==> src/rtl/fast_square_sweep_sequencer.sv <==
// RX sweep sequencer: tunes the synthesizer per table step, waits for settled lock, records.
// Optional lock-timeout/ERROR support is built when FSQ_LOCK_TIMEOUT_EN is defined.
module fast_square_sweep_sequencer #(
  parameter int unsigned NUM_STEPS    = 32,
  parameter int unsigned WORD_W       = 16,
  parameter int unsigned DWELL_W      = 16,
  parameter int unsigned SETTLE_TICKS = 640
`ifdef FSQ_LOCK_TIMEOUT_EN
  ,
  parameter int unsigned LOCK_TIMEOUT = 65535
`endif
) (
  input  logic                         clock,
  input  logic                         reset,
  input  logic                         start,
  input  logic                         abort,
  input  logic                         loop_en,
  input  logic [DWELL_W-1:0]           dwell_ticks,
  input  logic                         cfg_we,
  input  logic [$clog2(NUM_STEPS)-1:0] cfg_addr,
  input  logic [WORD_W-1:0]            cfg_word,
  output logic                         synth_req,
  output logic [WORD_W-1:0]            synth_word,
  input  logic                         synth_ack,
  input  logic                         pll_locked,
  output logic                         rx_reset,
  output logic                         rx_record,
  output logic                         rx_next,
  output logic                         busy,
  output logic [$clog2(NUM_STEPS)-1:0] step_idx,
  output logic                         sweep_done,
  output logic                         lock_err
);

  localparam int unsigned AW = $clog2(NUM_STEPS);
  localparam int unsigned SW = $clog2(SETTLE_TICKS + 1);
  localparam logic [AW-1:0] LastStep = AW'(NUM_STEPS - 1);

  typedef enum logic [2:0] {
    StIdle,
    StLoad,
    StLock,
    StRecord,
    StNext
`ifdef FSQ_LOCK_TIMEOUT_EN
    ,
    StError
`endif
  } state_e;

  state_e              state_q, state_d;
  logic [AW-1:0]       step_q, step_d;
  logic                synth_req_q, synth_req_d;
  logic [WORD_W-1:0]   synth_word_q, synth_word_d;
  logic                rx_reset_q, rx_reset_d;
  logic                rx_record_q, rx_record_d;
  logic                rx_next_q, rx_next_d;
  logic                busy_q, busy_d;
  logic                sweep_done_q, sweep_done_d;
  logic [SW-1:0]       lock_cnt_q, lock_cnt_d;
  logic [DWELL_W-1:0]  rec_cnt_q, rec_cnt_d;
  logic                launch;
  logic                tbl_we;
  logic [WORD_W-1:0]   tbl_q [NUM_STEPS];

`ifdef FSQ_LOCK_TIMEOUT_EN
  localparam int unsigned TW = $clog2(LOCK_TIMEOUT + 1);
  logic [TW-1:0]       tmo_q, tmo_d;
  logic                lock_err_q, lock_err_d;
  assign tbl_we = cfg_we && (state_q == StIdle || state_q == StError) &&
                  (32'(cfg_addr) < NUM_STEPS);
`else
  assign tbl_we = cfg_we && (state_q == StIdle) && (32'(cfg_addr) < NUM_STEPS);
`endif

  always_comb begin
    state_d      = state_q;
    step_d       = step_q;
    synth_req_d  = synth_req_q;
    synth_word_d = synth_word_q;
    rx_reset_d   = 1'b0;
    rx_record_d  = rx_record_q;
    rx_next_d    = 1'b0;
    sweep_done_d = 1'b0;
    lock_cnt_d   = lock_cnt_q;
    rec_cnt_d    = rec_cnt_q;
    launch       = 1'b0;
`ifdef FSQ_LOCK_TIMEOUT_EN
    tmo_d        = tmo_q;
    lock_err_d   = lock_err_q;
`endif

    unique case (state_q)
      StIdle: begin
        rx_reset_d = 1'b1;
        launch     = start;
      end
`ifdef FSQ_LOCK_TIMEOUT_EN
      StError: begin
        rx_reset_d = 1'b1;
        launch     = start;
      end
`endif
      StLoad: begin
        synth_req_d = 1'b1;
        if (synth_ack) begin
          synth_req_d = 1'b0;
          state_d     = StLock;
          lock_cnt_d  = '0;
`ifdef FSQ_LOCK_TIMEOUT_EN
          tmo_d       = '0;
`endif
        end
      end
      StLock: begin
        if (!pll_locked) begin
          lock_cnt_d = '0;
        end else if (lock_cnt_q == SW'(SETTLE_TICKS - 1)) begin
          state_d     = StRecord;
          rx_record_d = 1'b1;
          // Zero dwell is treated as a one-cycle window.
          rec_cnt_d   = (dwell_ticks == '0) ? DWELL_W'(1) : dwell_ticks;
        end else begin
          lock_cnt_d = lock_cnt_q + 1'b1;
        end
`ifdef FSQ_LOCK_TIMEOUT_EN
        tmo_d = tmo_q + 1'b1;
        if (state_d == StLock && tmo_q == TW'(LOCK_TIMEOUT - 1)) begin
          state_d    = StError;
          lock_err_d = 1'b1;
          rx_reset_d = 1'b1;
        end
`endif
      end
      StRecord: begin
        if (!pll_locked) begin
          // Lost lock mid-window: flush the RX path and retune the same step.
          rx_record_d = 1'b0;
          rx_reset_d  = 1'b1;
          synth_req_d = 1'b1;
          state_d     = StLoad;
        end else if (rec_cnt_q == DWELL_W'(1)) begin
          rx_record_d = 1'b0;
          state_d     = StNext;
        end else begin
          rec_cnt_d = rec_cnt_q - 1'b1;
        end
      end
      StNext: begin
        if (step_q != LastStep) begin
          step_d      = step_q + 1'b1;
          rx_next_d   = 1'b1;
          synth_req_d = 1'b1;
          state_d     = StLoad;
        end else begin
          sweep_done_d = 1'b1;
          if (loop_en) begin
            step_d      = '0;
            rx_next_d   = 1'b1;
            synth_req_d = 1'b1;
            state_d     = StLoad;
          end else begin
            rx_reset_d = 1'b1;
            state_d    = StIdle;
          end
        end
      end
      default: state_d = StIdle;
    endcase

    if (launch) begin
      state_d     = StLoad;
      step_d      = '0;
      synth_req_d = 1'b1;
      rx_reset_d  = 1'b0;
`ifdef FSQ_LOCK_TIMEOUT_EN
      lock_err_d  = 1'b0;
`endif
    end

    if (abort) begin
      state_d      = StIdle;
      synth_req_d  = 1'b0;
      rx_record_d  = 1'b0;
      rx_reset_d   = 1'b1;
      rx_next_d    = 1'b0;
      sweep_done_d = 1'b0;
    end

    if (state_d == StLoad && state_q != StLoad) begin
      synth_word_d = tbl_q[step_d];
    end

`ifdef FSQ_LOCK_TIMEOUT_EN
    busy_d = (state_d != StIdle) && (state_d != StError);
`else
    busy_d = (state_d != StIdle);
`endif
  end

  always_ff @(posedge clock or posedge reset) begin
    if (reset) begin
      state_q      <= StIdle;
      step_q       <= '0;
      synth_req_q  <= 1'b0;
      synth_word_q <= '0;
      rx_reset_q   <= 1'b1;
      rx_record_q  <= 1'b0;
      rx_next_q    <= 1'b0;
      busy_q       <= 1'b0;
      sweep_done_q <= 1'b0;
      lock_cnt_q   <= '0;
      rec_cnt_q    <= '0;
`ifdef FSQ_LOCK_TIMEOUT_EN
      tmo_q        <= '0;
      lock_err_q   <= 1'b0;
`endif
    end else begin
      state_q      <= state_d;
      step_q       <= step_d;
      synth_req_q  <= synth_req_d;
      synth_word_q <= synth_word_d;
      rx_reset_q   <= rx_reset_d;
      rx_record_q  <= rx_record_d;
      rx_next_q    <= rx_next_d;
      busy_q       <= busy_d;
      sweep_done_q <= sweep_done_d;
      lock_cnt_q   <= lock_cnt_d;
      rec_cnt_q    <= rec_cnt_d;
`ifdef FSQ_LOCK_TIMEOUT_EN
      tmo_q        <= tmo_d;
      lock_err_q   <= lock_err_d;
`endif
    end
  end

  // Table is configuration storage only; it is deliberately not reset.
  always_ff @(posedge clock) begin
    if (tbl_we) begin
      tbl_q[cfg_addr] <= cfg_word;
    end
  end

  assign synth_req  = synth_req_q;
  assign synth_word = synth_word_q;
  assign rx_reset   = rx_reset_q;
  assign rx_record  = rx_record_q;
  assign rx_next    = rx_next_q;
  assign busy       = busy_q;
  assign step_idx   = step_q;
  assign sweep_done = sweep_done_q;
`ifdef FSQ_LOCK_TIMEOUT_EN
  assign lock_err   = lock_err_q;
`else
  assign lock_err   = 1'b0;
`endif

endmodule

==> config.mk <==
export PLATFORM = sky130hd
export DESIGN_NAME = fast_square_sweep_sequencer
export DESIGN_NICKNAME = d
export VERILOG_FILES = /design/src/rtl/fast_square_sweep_sequencer.sv
export SDC_FILE = /design/constraint.sdc
export NUM_CORES = 1
export LEC_CHECK = 0
export CORE_ASPECT_RATIO = 0.6
export CORE_MARGIN = 2
export CORE_UTILIZATION = 30
export CTS_CLUSTER_DIAMETER = 200
export CTS_CLUSTER_SIZE = 25
export DETAILED_ROUTE_END_ITERATION = 8
export PLACE_DENSITY_LB_ADDON = 0.05
export SETUP_SLACK_MARGIN = 0.05
export SLEW_MARGIN = 20
export SYNTH_ARGS = -nofsm -noshare
export SYNTH_HDL_FRONTEND = slang
export SYNTH_SLANG_ARGS = --single-unit
==> constraint.sdc <==
create_clock -name clock -period 3.5 [get_ports clock]
set_input_delay 0.7 -clock clock [delete_from_list [all_inputs] [get_ports clock]]
set_output_delay 0.7 -clock clock [all_outputs]
set_load 0.005 [all_outputs]
Yosys cells after proc, flatten, opt, wreduce, memory -nomap -nowiden. Memory sizes are Yosys's and may differ from the RTL's. A register that Yosys moved wholly into a read port is not among the register bits. Cells that the tools add are included.

Bitwise operators: 0. Equal/unequal tests: 20. Add/sub/neg operators: 3. Multipliers: 0. Shifts and indexed selects: 0. Mux-type cells: 53. Reductions and logical operators: 13. Divide/modulo/power cells: 0. Order comparisons: 0.

Operators with widths (number): two-way mux 16 bit (5); case mux 16 bit (2 select lines) (1); two-way mux 10 bit (3); two-way mux 1 bit (28); two-way mux 3 bit (7); two-way mux 5 bit (4); case mux 10 bit (2 select lines) (1); equality test 16 x 1 -> 1 bit (second input constant) (1); logical NOT 16 bit (1); subtractor 16 x 1 -> 16 bit (second input constant) (1); case mux 3 bit (5 select lines) (1); adder 10 x 1 -> 10 bit (second input constant) (1); equality test 10 bit (second input constant) (1); inequality test 2 bit (second input constant) (5); inequality test 5 bit (second input constant) (2); inequality test 3 bit (second input constant) (3); inequality test 4 bit (second input constant) (2); equality test 3 x 1 -> 1 bit (second input constant) (2); equality test 3 x 2 -> 1 bit (second input constant) (2); case mux 1 bit (3 select lines) (2); AND reduction 3 bit (2); nonzero test 3 bit (2); adder 5 x 1 -> 5 bit (second input constant) (1); AND reduction 5 bit (1); other kinds (8) (10).

Word-level logic and storage cells: 100. Bits in latches: 0. Memory bits (writable): 512. Memories kept: 1. Register bits after elaboration: 40. Output and inout bits: 28. Memory bits (read-only): 0. Input bits: 45.

Memories: tbl_q (depth 32, width 16, rd ports 1, clocked after memory_dff 1, write ports 1, line 64) `logic [WORD_W-1:0] tbl_q [NUM_STEPS];`.

Logic depth before layout (Yosys ltp). Gate-level depths: netlist (run 1).

Depth in word-level cells: 8. Depth in mapped cells: 13. Depth with buffers taken out: 11.

Least setup slack after synthesis (run 1). No wires, ideal clock.

Path type: register to register. From: reg step_q[0], in the netlist step_idx[0]. To: reg synth_word_q[13], in the netlist synth_word[13], read port of tbl_q. Arrival: 2.786 ns. Path buffers: 2. Path slack: 0.564 ns. Stages on the path, launching flop included: 13. Setup time: 0.150 ns. Path through: dfrtp_1 -> ha_1 -> and3_1 -> ha_1 -> nor4b_4 -> nand2b_1 -> clkbuf_1 -> clkbuf_1 -> and3_1 -> a211oi_1 -> a211oi_1 -> o41ai_1 -> a41oi_1.

Cells in the longest elaborated chain, start to end: 7. Elaborated cells on any way between the ends: 12. Classes of those cells: add/sub (1); eq/ne (2); mux (8); reduce/logical (1).

Ends and longest elaborated chain: start: declaration (line 52) `logic [AW-1:0] step_q, step_d;`; start signal: assignment (line 220) `step_q <= step_d;`; inequality test 5 bit (line 150) `if (step_q != LastStep) begin`; two-way mux 1 bit (line 150); case mux 3 bit (5 select lines) (line 93) `unique case (state_q)`; two-way mux 3 bit (line 171) `if (launch) begin`; two-way mux 3 bit (line 181) `if (abort) begin`; equality test 3 x 1 -> 1 bit (line 190) `if (state_d == StLoad && state_q != StLoad) begin`; logical AND 1 bit (line 190); end: declaration (line 54) `logic [WORD_W-1:0] synth_word_q, synth_word_d;`.

Parallel ways exist; a longest one is shown, timed or not. A chain may end at the register's enable or synchronous reset.

Worst setup path after layout (run 1).
From: reg step_q[1], in the netlist step_idx[1]. To: reg synth_word_q[5], in the netlist synth_word[5], read port of tbl_q.

The elaborated chain is that of the path after synthesis.

==> run_results.csv, run 1 <==
group,metric,value,unit
cells_and_area,area_growth,17.97,%
synthesis,synth.ff_latch_count,568,
power,combPwrFrac,9.7,%
cells_and_area,fin_nets,1882,
die,dieArea,79560,um^2
cells_and_area,drive_gt1_share,15.28,%
cts,ctsHoldBuffers,0,
cts,cts_sinks,568,
synthesis,syn_inst,1670,
power,p_int,9.531,mW
routing,wl_per_cell,26.44,um
routing,avgViaCountPerCell,5.195,
synthesis,yosysSeqAreaShare,72.40,%
synthesis,synth_xor_area_share,0,%
routing,drtAntennaViolNets,0,
synthesis,synth_simple_gate_area_share,12.25,%
power,p_sw_share,24.26,%
die,row_count,78,
power,p_leak,9.421,nW
synthesis,synth_cell_types,61,
cts,cts_max_path_buffers,3,
cts,cts.htree.levels,1,
worst_setup_path,crit_required,3.99,ns
cts,clk_transition_reported_paths,0.11,ns
global_route,grt_pass1_wl,107000,um
cts,root_buffer,"clkbuf_16",
cts,cts_buffers,26,
placement,dpl_cell_area,26250,um^2
cells_and_area,final_common_cell,"edfxtp_1",
die,die_w,362.8,um
cells_and_area,diodes,0,
synthesis,avgSynthCellArea,13.88,um^2
synthesis,synthAdderAreaFrac,0.2700,%
cells_and_area,utilization,35.96,%
timing,rsz0062_at_grt,"yes",
power,vdd_ir_drop_max,0.3210,mV
synthesis,synth_warnings,0,
synthesis,synth-compound-area-share,8.909,%
job,drv_cap,0,
timing,worst_pin_slew,0.9359,ns
synthesis,synth_top_area_cell,"edfxtp_1",
routing,vias,14820,
timing,clock_skew,0.01604,ns
worst_setup_path,cp_data_arrival_time,3.87,ns
min_path,hold_class,"primary input to asynchronous set/reset pin",
timing,relSlewSlack,37.32,%
routing,drtPass1Iterations,5,
global_route,grtUsageTotal,18.72,%
cts,cts_tree,"done",
global_route,antenna_found_initial,2,
synthesis,synth_enable_flop_cells,512,
power,switchingPower,3.053,mW
power,clkPwrFrac,29.0,%
worst_setup_path,worstSetupPathType,"register to register",
routing,drtIter0Drc,1712,
cts,clock_latency,0.62,ns
placement,hpwl,46870,um
placement,portBuffers,71,
power,seqPwrFrac,61.3,%
power,totalPowerFinal,12.58,mW
routing,drc,0,
cells_and_area,fillCellCount,7346,
die,core_area,76030,um^2
worst_setup_path,rr_endpoint,"synth_word[5]",
routing,wirelength,75420,um
synthesis,synth.mux.area_fraction,3.628,%
synthesis,synth_top_family_by_area,"simple AND/OR/NAND/NOR gates",
cells_and_area,most-common-layout-cells,"edfxtp_1, nand2_1, buf_4",
synthesis,synth_fp_nets,1720,
power,power_density,460.3,nW/um^2
timing,min_period,3.381,ns
global_route,grt-ovfl-total,0,
timing,hold_viol_final,0,
worst_setup_path,r2r_slack,0.12,ns
worst_setup_path,critPathMaxFanout,9,
synthesis,synth_top_area_share,66.35,%
timing,fmax,295.8,MHz
synthesis,synthArstFlopShare,9.859,%
synthesis,synthTopCellsByArea,"edfxtp_1, dfrtp_1, a211oi_1",
die,initial_utilization,30.48,%
global_route,grt_max_degree,66,
worst_setup_path,rr_worst_depth,13,
cells_and_area,regArea,16780,um^2
die,io_pins,73,
cells_and_area,multi_input_area,6146,um^2
placement,gp_congestion,0.7804,
worst_setup_path,end_kind,"register",
worst_setup_path,worstSetupStartpointType,"register",
global_route,grt_pass1_vias,14170,
timing,finalCritPeriodShare,96.59,%
status,outcome,"complete, no violations",
timing,maxSlewViolCount,0,
cells_and_area,final_area,27340,um^2
die,die_h,219.3,um
synthesis,synthesis.area,23170,um^2
synthesis,ys.flop_type,"edfxtp_1",
timing,setup_viol,0,
worst_setup_path,rr_startpoint,"step_idx[1]",
per-stage QoR:
step           hold slack (ns)  setup WS (ns)  TNS, ns  std cells
2_1_floorplan           0.4566         0.5638        0       1670
4_1_cts                 0.4655        0.04177        0       2838
3_5_place_dp            0.4930        -0.4382   -1.563       2789
3_3_place_gp            0.4857        -0.5106   -1.859       2789
6_report                0.4670         0.1194        0       2852
5_1_grt                 0.4862        0.03235        0       2852
worst max-delay path: stages, from the launching register on:
cell and delay, ns:
dfrtp_1 0.41, ha_2 0.20, and3_4 0.18, ha_4 0.18
nor4b_4 0.29, nand2b_2 0.11, buf_6 0.14, a21o_4 0.28
clkbuf_16 0.22, mux2i_1 0.36, a211oi_1 0.17, o41ai_2 0.40
buf_4 0.19, a41oi_1 0.10
synth_stat cells, drive strengths merged, types with 3 or more instances:
library cell	count
a211oi	130
a21o	4
a21oi	18
a22oi	18
a31oi	27
a32oi	3
a41oi	16
and2	7
and3	71
buf	55
clkbuf	50
dfrtp	55
edfxtp	512
ha	5
inv	12
mux2i	84
nand2	253
nand2b	7
nand3	91
nand3b	6
nand4	37
nor2	88
nor2b	4
nor3	9
nor3b	3
nor4	5
nor4b	3
o21ai	51
o41ai	16
or2	3
or3	4
or3b	3
or4	3
state kept, by name, indices dropped and copies added, names as in the netlist:
register	cells
synth_word	16
state_q	3
rx_reset	1
lock_cnt_q	10
rec_cnt_q	16
rx_next	1
rx_record	1
tbl_q	512
synth_req	1
busy	1
sweep_done	1
step_idx	5
power groups by stage:
| stage | Clock, mW | Combinational, mW | Sequential, mW |
|---|---|---|---|
| finish | 3.65 | 1.22 | 7.72 |
| CTS | 3.77 | 1.22 | 7.73 |
| floorplan | 0 | 0.477 | 7.81 |
| global placement | 0 | 1.21 | 7.88 |
| detailed placement | 0 | 1.21 | 7.88 |
| global route | 3.99 | 1.33 | 7.74 |
metal layers:
metal | vias up | part of all wire (%) | global-route usage [%]
li1 | 6712 | - | -
met1 | 7663 | 53 | 31.09
met2 | 399 | 40 | 25.95
met3 | 43 | 5.6 | 2.639
met4 | 0 | 1.0 | 2.047
met5 | - | 0 | 0
final cells by class:
class | instances | area share, %
inverter | 14 | 0.2105
multi-input combinational | 984 | 22.48
clock inverter | 1 | 0.03204
sequential | 568 | 61.37
clock buffer | 47 | 2.746
timing repair buffer | 238 | 8.586
tap | 1000 | 4.577
cell families (layout without fill, tap and decap cells):
kind of cell | Yosys count | after routing
and+or+nand+nor | 599 | 600
DFF | 568 | 568
AOI/OAI and AO/OA | 294 | 294
buffers and inverters | 119 | 300
muxes | 84 | 84
adders and majority gates | 5 | 5
other | 1 | 1
worst max path at each step:
stage,start,end,slack [ns],cells after the start
floorplan,step_idx[0],synth_word[13],0.56,12
global placement,step_idx[0],synth_word[8],-0.51,13
detailed placement,step_idx[0],synth_word[8],-0.44,13
CTS,step_idx[0],synth_word[8],0.04,13
global route,step_idx[1],synth_word[8],0.03,13
finish,step_idx[1],synth_word[5],0.12,13
what timing repair did:
item | CTS | global route
pin swaps | 7 | 9
resized for setup | 10 | 23
endpoints found under the hold margin | 0 | 0
setup endpoints to repair | 8 | 16
setup buffers | 0 | 12
gates cloned | 1 | 2
Note: power is estimated with default switching activity, not from simulation.
==> run 2, diff against run 1 <==
--- a/config.mk
+++ b/config.mk
@@ -13,7 +13,7 @@
 export DETAILED_ROUTE_END_ITERATION = 8
 export PLACE_DENSITY_LB_ADDON = 0.05
 export SETUP_SLACK_MARGIN = 0.05
-export SLEW_MARGIN = 20
+export SLEW_MARGIN = 30
 export SYNTH_ARGS = -nofsm -noshare
 export SYNTH_HDL_FRONTEND = slang
 export SYNTH_SLANG_ARGS = --single-unit
==> run 2 against run 1 <==
Compared with the run above: worst setup slack better by 0.024 ns; final area up 0.46%; register-to-register slack better by 0.02 ns; flip-flop and latch count unchanged; global-route usage about the same; count of clock-buffer cells in the layout unchanged; worst hold slack better by 0.0043 ns; clock skew down 0.00057 ns; power about the same; wire length up 1.7%; die area unchanged; critical endpoint is now synth_word[10]; largest power group unchanged.
==> run_results.csv, run 2 (synthesis results as in run 1) <==
group,metric,value,unit
status,outcome,"complete, no violations",
worst_setup_path,worstSetupStartpointType,"register",
power,p_leak,9.473,nW
routing,vias,14940,
cts,cts_tree,"done",
die,dieArea,79560,um^2
cts,root_buffer,"clkbuf_16",
placement,portBuffers,71,
die,initial_utilization,30.48,%
worst_setup_path,rr_startpoint,"step_idx[0]",
power,power_density,458.3,nW/um^2
routing,drc,0,
worst_setup_path,rr_endpoint,"synth_word[10]",
worst_setup_path,cp_data_arrival_time,3.84,ns
cts,cts_max_path_buffers,3,
timing,holdWs,0.4713,ns
global_route,grt-ovfl-total,0,
cts,clock_latency,0.62,ns
die,die_w,362.8,um
routing,wirelength,76730,um
routing,wl_per_cell,26.85,um
placement,hpwl,46900,um
routing,drtIter0Drc,1494,
power,totalPowerFinal,12.59,mW
placement,gp_congestion,0.7804,
cts,cts_sinks,568,
cells_and_area,fin_nets,1888,
cells_and_area,fillCellCount,7323,
job,drv_cap,0,
die,die_h,219.3,um
cells_and_area,regMostFlops,"tbl_q",
worst_setup_path,worstSetupPathType,"register to register",
placement,pre_cts_ws,-0.2744,ns
die,io_pins,73,
timing,worst_pin_slew,0.9449,ns
routing,avgViaCountPerCell,5.227,
global_route,grt_pass1_wl,107000,um
timing,fin_ws,0.1432,ns
worst_setup_path,critPathMaxFanout,18,
routing,drtPass1Iterations,5,
cts,ctsHoldBuffers,0,
cells_and_area,diodes,0,
global_route,antenna_found_initial,2,
worst_setup_path,end_kind,"register",
routing,drtAntennaViolNets,0,
timing,relSlewSlack,36.71,%
cts,cts_buffers,26,
cells_and_area,final_area,27460,um^2
timing,fmax,297.9,MHz
placement,dpl_cell_area,26250,um^2
worst_setup_path,r2r_slack,0.14,ns
power,vdd_ir_drop_max,0.3414,mV
worst_setup_path,startpoint,"step_idx[0]",
worst_setup_path,crit_required,3.98,ns
timing,min_period,3.357,ns
cts,cts.htree.levels,1,
cells_and_area,drive_gt1_share,15.55,%
cts,clk_transition_reported_paths,0.12,ns
global_route,grt_max_degree,66,
timing,finalCritPeriodShare,95.91,%
timing,setup_viol,0,
worst_setup_path,rr_worst_depth,14,
global_route,grtUsageTotal,18.74,%
cells_and_area,final_common_cell,"edfxtp_1",
timing,hold_viol_final,0,
cells_and_area,area_growth,18.51,%
timing,clock_skew,0.01548,ns
min_path,hold_class,"primary input to asynchronous set/reset pin",
timing,rsz0062_at_grt,"yes",
timing,maxSlewViolCount,0,
die,row_count,78,
timing,setup_tns,0,ns
die,core_area,76030,um^2
cells_and_area,most-common-layout-cells,"edfxtp_1, nand2_1, buf_4",
cells_and_area,largest_reg_flops,512,
global_route,grt_pass1_vias,14110,
==> run 2: cell types whose count changed in the layout (fill, tap and decap cells not counted), sizes merged <==
cell	delta
buf	+4
clkbuf	+2
==> run 2: worst max-delay path: stages (launching register included) <==
cell      delay (ns)
dfrtp_1         0.40
ha_2            0.20
and3_4          0.18
ha_4            0.18
nor4b_4         0.29
nand2b_2        0.10
buf_6           0.16
a21o_4          0.27
buf_12          0.18
buf_4           0.16
mux2i_2         0.19
a211oi_2        0.10
o41ai_2         0.49
buf_4           0.19
a41oi_1         0.10
==> run 2: worst max path at each step <==
stage / end / cells past startpoint
after detailed placement: synth_word[0] / 9
after floorplan: synth_word[13] / 12
after CTS: synth_word[10] / 15
final: synth_word[10] / 14
after global placement: synth_word[8] / 13
after global routing: synth_word[10] / 14
==> run 2: where the power goes <==
| part | switching [mW] | leakage (nW) | internal, mW | total [mW] |
|---|---|---|---|---|
| logic | 0.721 | 3.79 | 0.501 | 1.22 |
| clock network | 2.17 | 0.361 | 1.47 | 3.65 |
| registers | 0.161 | 5.32 | 7.56 | 7.72 |
| total | 3.05 | 9.47 | 9.53 | 12.6 |
==> run 2: cell type report <==
class                           count  area, um^2  share of cell area (%)
Clock buffer                       47       750.7                   2.733
Clock inverter                      1       8.758                 0.03189
Inverter                           14       57.56                  0.2096
Multi-Input combinational cell    984        6150                   22.39
Sequential cell                   568       16780                   61.09
Tap cell                         1000        1251                   4.556
Timing Repair Buffer              244        2469                   8.989
==> run 2: what timing repair did <==
action | CTS | global route
resized for setup | 10 | 28
pin swaps | 7 | 10
endpoints found under the setup margin | 8 | 16
setup buffers | 0 | 16
gates cloned | 1 | 4
==> run 2: per-stage QoR <==
stage / cells / util [%]
after CTS: 2838 / 35.63
after global placement: 2789 / 34.52
after global routing: 2858 / 36.12
final: 2858 / 36.12
after detailed placement: 2789 / 34.53
after floorplan: 1670 / -
==> run 2: routing by layer <==
| layer | wire length (um) | share of wire, % | up-vias | global-route usage, % |
|---|---|---|---|---|
| met5 | 0 | 0 | - | 0 |
| li1 | - | - | 6723 | - |
| met4 | 736 | 0.96 | 0 | 1.950 |
| met2 | 30320 | 40 | 389 | 25.66 |
| met3 | 3829 | 5.0 | 39 | 2.476 |
| met1 | 41850 | 55 | 7789 | 31.53 |
